==> config.mk <==
export PLATFORM = sky130hd
export DESIGN_NAME = pll_reset_sequencer
export DESIGN_NICKNAME = d
export VERILOG_FILES = /design/src/rtl/pll_reset_sequencer.sv
export SDC_FILE = /design/constraint.sdc
export NUM_CORES = 1
export LEC_CHECK = 0
export ABC_AREA = 1
export BUFFER_PORTS_ARGS = -buffer_cell sky130_fd_sc_hd__buf_2
export CAP_MARGIN = 20
export CORE_MARGIN = 3
export CORE_UTILIZATION = 45
export DETAILED_ROUTE_END_ITERATION = 10
export GPL_TIMING_DRIVEN = 0
export PLACE_DENSITY = 0.72
export SLEW_MARGIN = 20
export SYNTH_ARGS = -nofsm -noshare
export SYNTH_HDL_FRONTEND = slang
export SYNTH_SLANG_ARGS = --single-unit
==> constraint.sdc <==
create_clock -name clock -period 1.6 [get_ports clock]
set_input_delay 0.16 -clock clock [delete_from_list [all_inputs] [get_ports clock]]
set_output_delay 0.16 -clock clock [all_outputs]
set_load 0.02 [all_outputs]
==> src/rtl/pll_reset_sequencer.sv <==
// PLL lock qualifier and staggered per-domain reset release with filtered loss-of-lock re-assertion.
// Optional PLL kick watchdog is built when PLL_RESET_WATCHDOG_EN is defined.
module pll_reset_sequencer #(
  parameter int STABLE_CYCLES   = 1024,
  parameter int NUM_DOMAINS     = 3,
  parameter int STAGGER_CYCLES  = 16,
  parameter int LOCK_FILTER     = 4,
  parameter int WATCHDOG_CYCLES = 50000,
  parameter int CNT_W           = 16
) (
  input  logic                   clock,
  input  logic                   reset,
  input  logic                   pll_locked,
  output logic [NUM_DOMAINS-1:0] rst_out,
  output logic                   ready,
  output logic [7:0]             loss_count,
  output logic [1:0]             state,
  output logic                   pll_resetb
);

  localparam int IDX_W = 4;
  localparam logic [CNT_W-1:0] STABLE_LAST  = CNT_W'(STABLE_CYCLES - 1);
  localparam logic [CNT_W-1:0] STAGGER_LAST = CNT_W'(STAGGER_CYCLES - 1);
  localparam logic [CNT_W-1:0] FILTER_LAST  = CNT_W'(LOCK_FILTER - 1);
  localparam logic [IDX_W-1:0] IDX_LAST     = IDX_W'(NUM_DOMAINS - 1);

  if (NUM_DOMAINS < 1 || NUM_DOMAINS > 8 || STAGGER_CYCLES < 1 || STABLE_CYCLES < 1 ||
      LOCK_FILTER < 1 || WATCHDOG_CYCLES < 1) begin : g_param_check
    $error("pll_reset_sequencer: illegal parameter value");
  end

  typedef enum logic [1:0] {
    ST_WAIT_LOCK = 2'd0,
    ST_STABILIZE = 2'd1,
    ST_RELEASE   = 2'd2,
    ST_RUN       = 2'd3
  } state_t;

  logic sync1_q;
  logic lock_s_q;

  state_t                 state_q, state_d;
  logic [CNT_W-1:0]       cnt_q, cnt_d;
  logic [CNT_W-1:0]       lowcnt_q, lowcnt_d;
  logic [IDX_W-1:0]       idx_q, idx_d;
  logic [NUM_DOMAINS-1:0] rst_q, rst_d;
  logic                   ready_q, ready_d;
  logic [7:0]             loss_q, loss_d;

  // pll_locked has no relation to clock; only lock_s_q may feed decisions.
  always_ff @(posedge clock or posedge reset) begin
    if (reset) begin
      sync1_q  <= 1'b0;
      lock_s_q <= 1'b0;
    end else begin
      sync1_q  <= pll_locked;
      lock_s_q <= sync1_q;
    end
  end

  always_ff @(posedge clock or posedge reset) begin
    if (reset) begin
      state_q  <= ST_WAIT_LOCK;
      cnt_q    <= '0;
      lowcnt_q <= '0;
      idx_q    <= '0;
      rst_q    <= '1;
      ready_q  <= 1'b0;
      loss_q   <= 8'd0;
    end else begin
      state_q  <= state_d;
      cnt_q    <= cnt_d;
      lowcnt_q <= lowcnt_d;
      idx_q    <= idx_d;
      rst_q    <= rst_d;
      ready_q  <= ready_d;
      loss_q   <= loss_d;
    end
  end

  always_comb begin
    state_d  = state_q;
    cnt_d    = cnt_q;
    lowcnt_d = lowcnt_q;
    idx_d    = idx_q;
    rst_d    = rst_q;
    ready_d  = ready_q;
    loss_d   = loss_q;

    case (state_q)
      ST_WAIT_LOCK: begin
        if (lock_s_q) begin
          state_d = ST_STABILIZE;
          cnt_d   = '0;
        end
      end

      ST_STABILIZE: begin
        if (!lock_s_q) begin
          state_d = ST_WAIT_LOCK;
          cnt_d   = '0;
        end else if (cnt_q == STABLE_LAST) begin
          cnt_d    = '0;
          lowcnt_d = '0;
          rst_d[0] = 1'b0;
          if (NUM_DOMAINS == 1) begin
            state_d = ST_RUN;
            ready_d = 1'b1;
          end else begin
            state_d = ST_RELEASE;
            idx_d   = IDX_W'(1);
          end
        end else begin
          cnt_d = cnt_q + 1'b1;
        end
      end

      default: begin
        // RELEASE and RUN: the loss filter outranks any pending release step.
        if (!lock_s_q && lowcnt_q == FILTER_LAST) begin
          state_d  = ST_WAIT_LOCK;
          rst_d    = '1;
          ready_d  = 1'b0;
          cnt_d    = '0;
          lowcnt_d = '0;
          idx_d    = '0;
          loss_d   = (loss_q == 8'hFF) ? loss_q : loss_q + 8'd1;
        end else begin
          lowcnt_d = lock_s_q ? '0 : lowcnt_q + 1'b1;
          if (state_q == ST_RELEASE) begin
            if (cnt_q == STAGGER_LAST) begin
              cnt_d = '0;
              idx_d = idx_q + 1'b1;
              for (int i = 0; i < NUM_DOMAINS; i++) begin
                if (idx_q == IDX_W'(i)) rst_d[i] = 1'b0;
              end
              if (idx_q == IDX_LAST) begin
                state_d = ST_RUN;
                ready_d = 1'b1;
              end
            end else begin
              cnt_d = cnt_q + 1'b1;
            end
          end
        end
      end
    endcase
  end

  assign rst_out    = rst_q;
  assign ready      = ready_q;
  assign loss_count = loss_q;
  assign state      = state_q;

`ifdef PLL_RESET_WATCHDOG_EN
  // Only useful while the PLL still oscillates unlocked; a dead reference stops clock too.
  localparam logic [CNT_W-1:0] WD_LAST = CNT_W'(WATCHDOG_CYCLES - 1);

  logic [CNT_W-1:0] wd_cnt_q, wd_cnt_d;
  logic [3:0]       pulse_cnt_q, pulse_cnt_d;
  logic             pulse_q, pulse_d;

  always_ff @(posedge clock or posedge reset) begin
    if (reset) begin
      wd_cnt_q    <= '0;
      pulse_cnt_q <= 4'd0;
      pulse_q     <= 1'b0;
    end else begin
      wd_cnt_q    <= wd_cnt_d;
      pulse_cnt_q <= pulse_cnt_d;
      pulse_q     <= pulse_d;
    end
  end

  always_comb begin
    wd_cnt_d    = '0;
    pulse_cnt_d = 4'd0;
    pulse_d     = 1'b0;
    if (state_q == ST_WAIT_LOCK && state_d == ST_WAIT_LOCK) begin
      pulse_cnt_d = pulse_cnt_q;
      pulse_d     = pulse_q;
      if (wd_cnt_q == WD_LAST) begin
        wd_cnt_d    = '0;
        pulse_d     = 1'b1;
        pulse_cnt_d = 4'd0;
      end else begin
        wd_cnt_d = wd_cnt_q + 1'b1;
        if (pulse_q) begin
          if (pulse_cnt_q == 4'd15) pulse_d = 1'b0;
          else pulse_cnt_d = pulse_cnt_q + 4'd1;
        end
      end
    end
  end

  assign pll_resetb = ~pulse_q;
`else
  assign pll_resetb = 1'b1;
`endif

endmodule

==> results of run 1 <==
cell families (layout without fill, tap and decap cells):
| family | after synthesis | in the layout | share of synthesized area |
|---|---|---|---|
| other | 1 | 1 | 0.00108 |
| AO/OA/AOI/OAI | 37 | 37 | 0.0593 |
| XOR/XNOR | 20 | 20 | 0.0503 |
| adder cells (fa/ha/maj) | 7 | 7 | 0.0251 |
| flip-flops | 52 | 52 | 0.375 |
| AND/OR/NAND/NOR | 322 | 323 | 0.413 |
| buffers and inverters | 62 | 128 | 0.0769 |
cell type report:
| cell class | count | share of cell area |
|---|---|---|
| Buffer | 13 | 0.0221 |
| Clock buffer | 5 | 0.0158 |
| Clock inverter | 3 | 0.00487 |
| Inverter | 49 | 0.0447 |
| Multi-Input combinational cell | 388 | 0.488 |
| Sequential cell | 52 | 0.301 |
| Tap cell | 99 | 0.0284 |
| Timing Repair Buffer | 58 | 0.0954 |
cells in the final DEF, fill, tap and decap left out, drive strengths merged, types with 2 or more instances in the layout:
cell         instances
a21oi                8
buf                 65
clkbuf               9
clkinv               3
clkinvlp             2
dfrtp               49
dfstp                3
dlygate4sd3          2
ha                   7
inv                 47
nand2              153
nand3               65
nand4               20
nor2                75
nor3                 8
o21ai               22
o21bai               3
xnor2                6
xor2                14
registers in the layout, summed over array words and instances (netlist names):
register and count:
sync1_q 1, lowcnt_q 16, idx_q 4, cnt_q 16
ready 1, state 2, lock_s_q 1, loss_count 8
rst_out 3
power by group through the flow:
stage | clock network (mW) | registers (mW) | logic, mW
after floorplan | 0 | 1.73 | 1.16
after global placement | 0 | 1.67 | 1.65
after detailed placement | 0 | 1.68 | 1.67
after CTS | 0.822 | 1.67 | 2.05
after global routing | 0.864 | 1.69 | 2.39
final | 0.797 | 1.67 | 2.17
repair_timing:
action	4_1_cts	5_1_grt
buffers inserted	24	14
resized for setup	50	23
cloned	2	0
hold endpoints to repair	22	0
pin swaps	13	8
endpoints found under the setup margin	48	49
hold buffers	2	0
routing by layer:
| metal | up-vias | track usage |
|---|---|---|
| li1 | 1750 | - |
| met1 | 1680 | 0.287 |
| met2 | 134 | 0.355 |
| met3 | 15 | 0.0288 |
| met4 | 0 | 0.0469 |
| met5 | - | 0 |
through the flow:
stage	cell area, µm²	util
2_1_floorplan	3480	-
3_3_place_gp	3690	0.500
3_5_place_dp	3710	0.503
4_1_cts	4190	0.569
5_1_grt	4370	0.592
6_report	4370	0.592
worst max-delay path by stage:
stage | start | end | cells past startpoint
after floorplan | lowcnt_q[0] | cnt_q[0] | 11
after global placement | reset | cnt_q[5] | 2
after detailed placement | lowcnt_q[0] | lowcnt_q[8] | 13
after CTS | lowcnt_q[1] | lowcnt_q[8] | 13
after global routing | lowcnt_q[1] | cnt_q[2] | 11
final | lowcnt_q[1] | lowcnt_q[8] | 13
==> run metrics, run 1 <==
GRT Total Usage 0.210; Via Count 3,579; Die W 94.0 µm; post-synthesis cell type count 39; DIE AREA 8830 µm²; Clock Latency Late Sink 0.31 ns; hold path startpoint sync1_q; CTS tree built; Commonest cells post-synth nand2_1, nor2_1, nand3_1; Fillers 647; Least-Margin Pin Slew 0.599 ns; total length of routed wires 9080 µm; Setup violations, final 18; Reg2Reg Depth 13; Final min period 1.65 ns; DR pass1 iterations 5; net switching fraction of the power 0.446; Worst Path Max Fanout 7; Internal Power 2.57 mW; slowest CP cell dfrtp_1; gr ovfl total 0; final worst path period share 1.03; Reg clk slew, reported paths 0.10 ns; DRC 0; Non-Filler Instances 667; I/O pin count 18; post-route ant nets 0; Clk pwr share 0.172; total power 4.64 mW; max layer used met4; NetSw 2.07 mW; sequential share of power 0.360; final worst slack -0.0524 ns; clock root buffer clkbuf_8; multi-input logic area 2130 µm²; Seq/Total Area, Yosys 0.375; Area contributors post-synth dfrtp_1, nand2_1, nand3_1; Max Slew Vio Count 0; type of destination of the critical path flop; path type of the worst min-delay path reg2reg; final net count 577; hold path endpoint lock_s_q; largest net degree at the start of global routing 30; CTS Sinks 52; first-pass GRT wire length 15,100 µm; Slew HR 0.601; met1 wire length 3960 µm; crit path DAT 1.90 ns; Fmax 605 MHz; H-tree depth 2; max cap viols 0; Yosys top cell by area dfrtp_1; Starting Density 0.473; Seq cells post-synth 52; clock buffer depth 2; status finished, violations left; failing checks setup timing; CP max stage delay 0.43 ns; Synth Flop Type dfrtp_1; share of layout cells above drive strength 1 0.257; hold depth 0; most common cell in the synthesized netlist nand2_1; R2R Setup Slk -0.05 ns; delay-heaviest family, CP simple AND/OR/NAND/NOR gates; worst hold slack 0.358 ns; Logic pwr share 0.468; Reg area 1320 µm²; Buffers on Ports 16; EDFF count, synth 0; RSZ-0062 raised after global routing true; Antenna diodes 0; async set-or-reset flop fraction in the synthesized netlist 1.00; Die Y 94.0 µm; initial antenna violation count 0; Routed wire per std cell 13.6 µm; dpl cells 617; RR Endpoint lowcnt_q[8]; Buf+Inv Stages, Crit Path 3; DR iter-0 viols 288; DP Worst Slack -0.281 ns; Synthesized Nets 511; core area 7370 µm²; vias in the first global route 3,268; Crit path top cell by count nand2_1; Max VDD drop 0.938 mV; Startpoint Class flop; GP Congestion 0.938; met2 wire len 4460 µm; Ys Warns 0; total CTS buffers 5; WL met3 522 µm; Syn Area/Cell 6.95 µm²; Synth Instances 501; pwr/cell area 1060 nW/µm²; row cnt 31; Reg2Reg Launch Point lowcnt_q[1]; clk_skew 0.00710 ns; Setup TNS -0.218 ns; Final Hold Viols 0; P_leak 2.15 nW; post-DP HPWL 5990 µm; Worst EP required 1.85 ns; Yosys top cell area share 0.352; Critical Path, Cell by Cell ha_4, inv_2, nor2_1, nand2_1, nor2_2, nand2_2, buf_6, nand2_4, nor2_4, nand2_1, nand2_1, inv_1, a21oi_2; P&R area growth vs syn 25.3%; Crit Path Category reg2reg; Via density 5.37; Netlist Area Pre-Place 3480 µm²
(Power assumes the default switching activity.)
==> run 2, diff against run 1 <==
ABC_AREA = default   (was 1)
CORE_ASPECT_RATIO = 0.9   (was default)
==> run metrics, run 2 <==
status finished, violations left (unchanged); failing checks setup timing (unchanged); EDFF count, synth 0 (unchanged); RR Endpoint idx_q[0] (was lowcnt_q[8]); DP Worst Slack -0.712 ns (was -0.281 ns); gr ovfl total 0 (unchanged); path type of the worst min-delay path reg2reg (unchanged); Setup crit start cnt_q[12] (was lowcnt_q[1]); Via Count 2,697 (was 3,579); Yosys top cell area share 0.428 (was 0.352); Yosys top cell by area dfrtp_1 (unchanged); Clock Latency Late Sink 0.33 ns (was 0.31 ns); first-pass GRT wire length 12,300 µm (was 15,100 µm); Antenna diodes 0 (unchanged); async set-or-reset flop fraction in the synthesized netlist 1.00 (unchanged); hold depth 0 (unchanged); GRT Total Usage 0.206 (was 0.210); hold path startpoint sync1_q (unchanged); Startpoint Class flop (unchanged); core area 5920 µm² (was 7370 µm²); Syn Area/Cell 9.43 µm² (was 6.95 µm²); final worst slack -0.621 ns (was -0.0524 ns); initial antenna violation count 0 (unchanged); most common cell in the synthesized netlist dfrtp_1 (was nand2_1); largest net degree at the start of global routing 53 (was 30); Ys Warns 0 (unchanged); Via density 5.95 (was 5.37); grt peak-use layer met2 (unchanged); Final Util 0.682 (was 0.592); P_leak 1.71 nW (was 2.15 nW); clock buffer depth 2 (unchanged); Starting Density 0.484 (was 0.473); Routed wire per std cell 17.2 µm (was 13.6 µm); share of layout cells above drive strength 1 0.447 (was 0.257); Non-Filler Instances 453 (was 667); Slew HR 0.559 (was 0.601); Buffers on Ports 16 (unchanged); H-tree depth 2 (unchanged); P&R area growth vs syn 40.8% (was 25.3%); Commonest cells post-synth dfrtp_1, a21oi_1, nand2_1, o21ai_0, nand3_1 (was nand2_1, nor2_1, nand3_1); crit path DAT 2.43 ns (was 1.90 ns); dpl cells 404 (was 617); Final min period 2.22 ns (was 1.65 ns); final net count 378 (was 577); Fmax 450 MHz (was 605 MHz); hold path endpoint lock_s_q (unchanged); DIE AREA 7360 µm² (was 8830 µm²); GP Congestion 0.821 (was 0.938); DRC 0 (unchanged); post-synthesis cell type count 53 (was 39); R2R Setup Slk -0.62 ns (was -0.05 ns); Max Slew Vio Count 0 (unchanged); post-route ant nets 0 (unchanged); Reg clk slew, reported paths 0.11 ns (was 0.10 ns); type of destination of the critical path flop (unchanged); Synth Instances 304 (was 501); clk_skew 0.0110 ns (was 0.00710 ns); RSZ-0062 raised after global routing true (unchanged); total CTS buffers 5 (unchanged); I/O pin count 18 (unchanged); commonest non-fill, non-tap cell in the layout dfrtp_1 (was nand2_1); Fillers 446 (was 647); Worst Path Max Fanout 5 (was 7); post-DP HPWL 4560 µm (was 5990 µm); Seq cells post-synth 52 (unchanged); Final Hold Viols 0 (unchanged); DR iter-0 viols 172 (was 288); Setup violations, final 50 (was 18); Synth Flop Type dfrtp_1 (unchanged); Reg2Reg Depth 6 (was 13); max cap viols 0 (unchanged); CTS tree built (unchanged); clock root buffer clkbuf_8 (unchanged); commonest cells after routing, fill and taps aside dfrtp_1, buf_4, nand2_1 (was nand2_1, nor2_1, nand3_1); worst hold slack 0.368 ns (was 0.358 ns); DR pass1 iterations 4 (was 5); Netlist Area Pre-Place 2870 µm² (was 3480 µm²); Least-Margin Pin Slew 0.661 ns (was 0.599 ns); total length of routed wires 7800 µm (was 9080 µm); Reg2Reg Launch Point cnt_q[12] (was lowcnt_q[1]); Seq/Total Area, Yosys 0.455 (was 0.375); CTS Sinks 52 (unchanged); final worst path period share 1.39 (was 1.03); Die Y 81.7 µm (was 94.0 µm); Max VDD drop 0.733 mV (was 0.938 mV); Die W 90.1 µm (was 94.0 µm); Synthesized Nets 314 (was 511); met2 Use GR 0.353 (was 0.355); vias in the first global route 2,584 (was 3,268); row cnt 26 (was 31); Worst EP required 1.81 ns (was 1.85 ns); met1 Usage GRT 0.272 (was 0.287); GR Util met3 0.0375 (was 0.0288); pwr/cell area 1280 nW/µm² (was 1060 nW/µm²); Crit Path Category reg2reg (unchanged); Area contributors post-synth dfrtp_1, a21oi_1, o21ai_0 (was dfrtp_1, nand2_1, nand3_1)
==> run 2: changes by cell type after synthesis, moves of 6 or more <==
cell,previous run,this run
nand3_1,63,20
and3_1,0,7
inv_1,46,14
xor2_1,14,6
or3_1,0,9
nor2_1,69,13
or4_1,0,8
a21oi_1,7,24
o31ai_1,1,7
nand2_2,9,0
nand2_1,142,22
nand4_1,19,10
==> run 2: timing repair <==
action                                  in CTS  in global routing
buffers inserted                            20                 17
hold buffers                                 2                  0
cloned                                       2                  2
endpoints found under the setup margin      50                 50
endpoints found under the hold margin       50                  0
pin swaps                                   22                 15
resized for setup                           53                 52
==> run 2: final cells by class <==
class | count | area, µm² | area share
buffer | 11 | 134 | 0.0332
clock buffer | 5 | 68.8 | 0.0170
clock inverter | 3 | 27.5 | 0.00682
inverter | 14 | 55.1 | 0.0136
multi-input combinational | 226 | 1880 | 0.466
sequential | 52 | 1310 | 0.325
tap | 84 | 105 | 0.0260
timing repair buffer | 58 | 454 | 0.113
==> run 2: how the worst max path moves through the flow <==
stage               end  slack (ns)  depth (start not counted)
4_1_cts        idx_q[0]       -0.58                          5
5_1_grt        idx_q[0]       -0.67                          6
3_3_place_gp   cnt_q[3]       -0.69                          8
6_report       idx_q[0]       -0.62                          6
2_1_floorplan  idx_q[0]       -0.44                          6
3_5_place_dp   cnt_q[3]       -0.71                          8
==> run 2: critical path, cell delays in order, from the launching register on <==
cell	delay, ns
dfrtp_2	0.46
or4_4	0.56
nor4_4	0.31
buf_4	0.17
nand3_4	0.08
a21oi_4	0.21
mux2_4	0.31
==> run 2: layer usage <==
metal	up-vias	routed length, µm
met2	81	3700
met1	1337	3630
met4	0	127
li1	1265	-
met3	14	337
met5	-	0
==> run 2: power breakdown <==
part,total [mW],internal [mW],switching (mW)
registers,1.77,1.54,0.235
clock network,0.834,0.323,0.511
logic,2.57,1.16,1.42
==> run 2: logic make-up (layout without fill, tap and decap cells) <==
| family | count (synthesis) | in the layout | synth area share |
|---|---|---|---|
| mux | 4 | 4 | 0.0153 |
| flops | 52 | 52 | 0.455 |
| fa+ha+maj | 7 | 7 | 0.0306 |
| other cells | 1 | 1 | 0.00131 |
| compound gates | 82 | 82 | 0.186 |
| buf+inv | 26 | 91 | 0.0393 |
| simple gates | 122 | 122 | 0.242 |
| xor+xnor | 10 | 10 | 0.0306 |
==> run 2: stage by stage <==
stage	instance area, µm²	setup TNS, ns	total power, mW
5_1_grt	4040	-26.72	5.46
2_1_floorplan	3030	-15.97	3.06
3_3_place_gp	3210	-52.23	3.49
6_report	4040	-23.63	5.18
4_1_cts	3710	-22.82	4.77
3_5_place_dp	3220	-26.56	3.52
==> run 3, diff against run 2 <==
RECOVER_POWER = 100   (was default)
==> run metrics, run 3 (same netlist as run 2, synthesis figures left out) <==
Non-Filler Instances 453 (unchanged); final net count 378 (unchanged); Startpoint Class flop (unchanged); largest net degree at the start of global routing 53 (unchanged); crit path DAT 2.44 ns (was 2.43 ns); DP Worst Slack -0.712 ns (unchanged); H-tree depth 2 (unchanged); CTS Sinks 52 (unchanged); Final min period 2.22 ns (about the same); Via density 5.88 (was 5.95); P&R area growth vs syn 40.1% (was 40.8%); core area 5920 µm² (unchanged); Slew HR 0.252 (was 0.559); Starting Density 0.484 (unchanged); R2R Setup Slk -0.62 ns (about the same); vias in the first global route 2,584 (unchanged); GP Congestion 0.821 (unchanged); Die W 90.1 µm (unchanged); max cap viols 0 (unchanged); share of layout cells above drive strength 1 0.409 (was 0.447); final worst slack -0.621 ns (about the same); hold path startpoint sync1_q (unchanged); clk_skew 0.0101 ns (was 0.0110 ns); Fillers 455 (was 446); CTS tree built (unchanged); total power 5.17 mW (was 5.18 mW); status finished, violations left (unchanged); I/O pin count 18 (unchanged); Antenna diodes 0 (unchanged); DIE AREA 7360 µm² (unchanged); DR pass1 iterations 5 (was 4); first-pass GRT wire length 12,300 µm (unchanged); Routed wire per std cell 17.2 µm (about the same); Worst EP required 1.81 ns (about the same); failing checks setup timing (unchanged); Reg area 1310 µm² (unchanged); commonest cells after routing, fill and taps aside dfrtp_1, buf_4, nand2_1 (unchanged); row cnt 26 (unchanged); Max Slew Vio Count 0 (unchanged); post-DP HPWL 4560 µm (unchanged); post-route ant nets 0 (unchanged); dpl cells 404 (unchanged); Setup violations, final 50 (unchanged); DRC 0 (unchanged); Final Util 0.678 (was 0.682); DR iter-0 viols 206 (was 172); type of destination of the critical path flop (unchanged); Critical Path, Cell by Cell or4_4, nor4_4, buf_4, nand3_4, a21oi_4, mux2_4 (unchanged); GRT Total Usage 0.206 (unchanged); Crit Path Category reg2reg (unchanged); final worst path period share 1.39 (about the same); GR Util met3 0.0375 (unchanged); Reg2Reg Launch Point cnt_q[12] (unchanged); CP max stage delay 0.56 ns (about the same); grt peak-use layer met2 (unchanged); Final Hold Viols 0 (unchanged); Reg clk slew, reported paths 0.11 ns (about the same); commonest non-fill, non-tap cell in the layout dfrtp_1 (unchanged); Setup crit start cnt_q[12] (unchanged); Worst Path Max Fanout 5 (unchanged); P_leak 1.66 nW (was 1.71 nW); Max VDD drop 0.732 mV (was 0.733 mV); Buf+Inv Stages, Crit Path 1 (unchanged); clock buffer depth 2 (unchanged); Least-Margin Pin Slew 1.12 ns (was 0.661 ns); total length of routed wires 7790 µm (was 7800 µm); slowest CP cell or4_4 (unchanged); Fmax 450 MHz (about the same); initial antenna violation count 0 (unchanged); met1 Usage GRT 0.272 (unchanged); Die Y 81.7 µm (unchanged); Placement Cell Area 3220 µm² (unchanged); gr ovfl total 0 (unchanged); met2 Use GR 0.353 (unchanged); delay-heaviest family, CP simple AND/OR/NAND/NOR gates (unchanged); pwr/cell area 1290 nW/µm² (was 1280 nW/µm²); clock root buffer clkbuf_8 (unchanged); RSZ-0062 raised after global routing true (unchanged); Clock Latency Late Sink 0.33 ns (about the same); Via Count 2,662 (was 2,697); multi-input logic area 1880 µm² (unchanged); total CTS buffers 5 (unchanged); Buffers on Ports 16 (unchanged); fin area 4020 µm² (was 4040 µm²); path type of the worst min-delay path reg2reg (unchanged)
==> run 3: what timing repair did <==
action / in CTS / in global routing
buffers inserted: 20 / 17
pin swaps: 22 / 15
hold buffers: 2 / 0
setup endpoints to repair: 50 / 50
endpoints found under the hold margin: 50 / 0
gates resized for setup: 53 / 52
gates cloned: 2 / 2
==> run 3: per-stage QoR <==
step / hold WS, ns / setup TNS (ns)
after floorplan: 0.191 / -15.97
after global placement: 0.272 / -52.23
after detailed placement: 0.269 / -26.56
after CTS: 0.370 / -22.82
after global routing: 0.378 / -27.17
final: 0.368 / -23.64
==> run 3: layout make-up <==
type                       instances  area share
tap                               84      0.0262
inverter                          14      0.0131
buffer                            11      0.0333
sequential                        52       0.326
clock inverter                     3     0.00685
clock buffer                       5      0.0171
multi-input combinational        226       0.468
timing repair buffer              58       0.109
==> run 3: path summary, 6_finish.rpt <==
kind / to / cells after the start
worst max-delay path: idx_q[0] / 6
worst min-delay path: lock_s_q / 0
worst max register to register: idx_q[0] / 6
worst min register to register: lock_s_q / 0
max in group asynchronous: cnt_q[12] / 3
min in group asynchronous: lowcnt_q[9] / 3
==> run 3: where the power goes <==
part           total (mW)  switching (mW)  internal, mW
registers            1.78           0.237          1.54
clock network       0.836           0.514         0.323
logic                2.55            1.42          1.14
==> run 3: routing by layer <==
layer / part of all wire / wire, µm
met1: 0.46 / 3610
met2: 0.48 / 3750
met3: 0.041 / 322
met5: 0 / 0
met4: 0.014 / 106
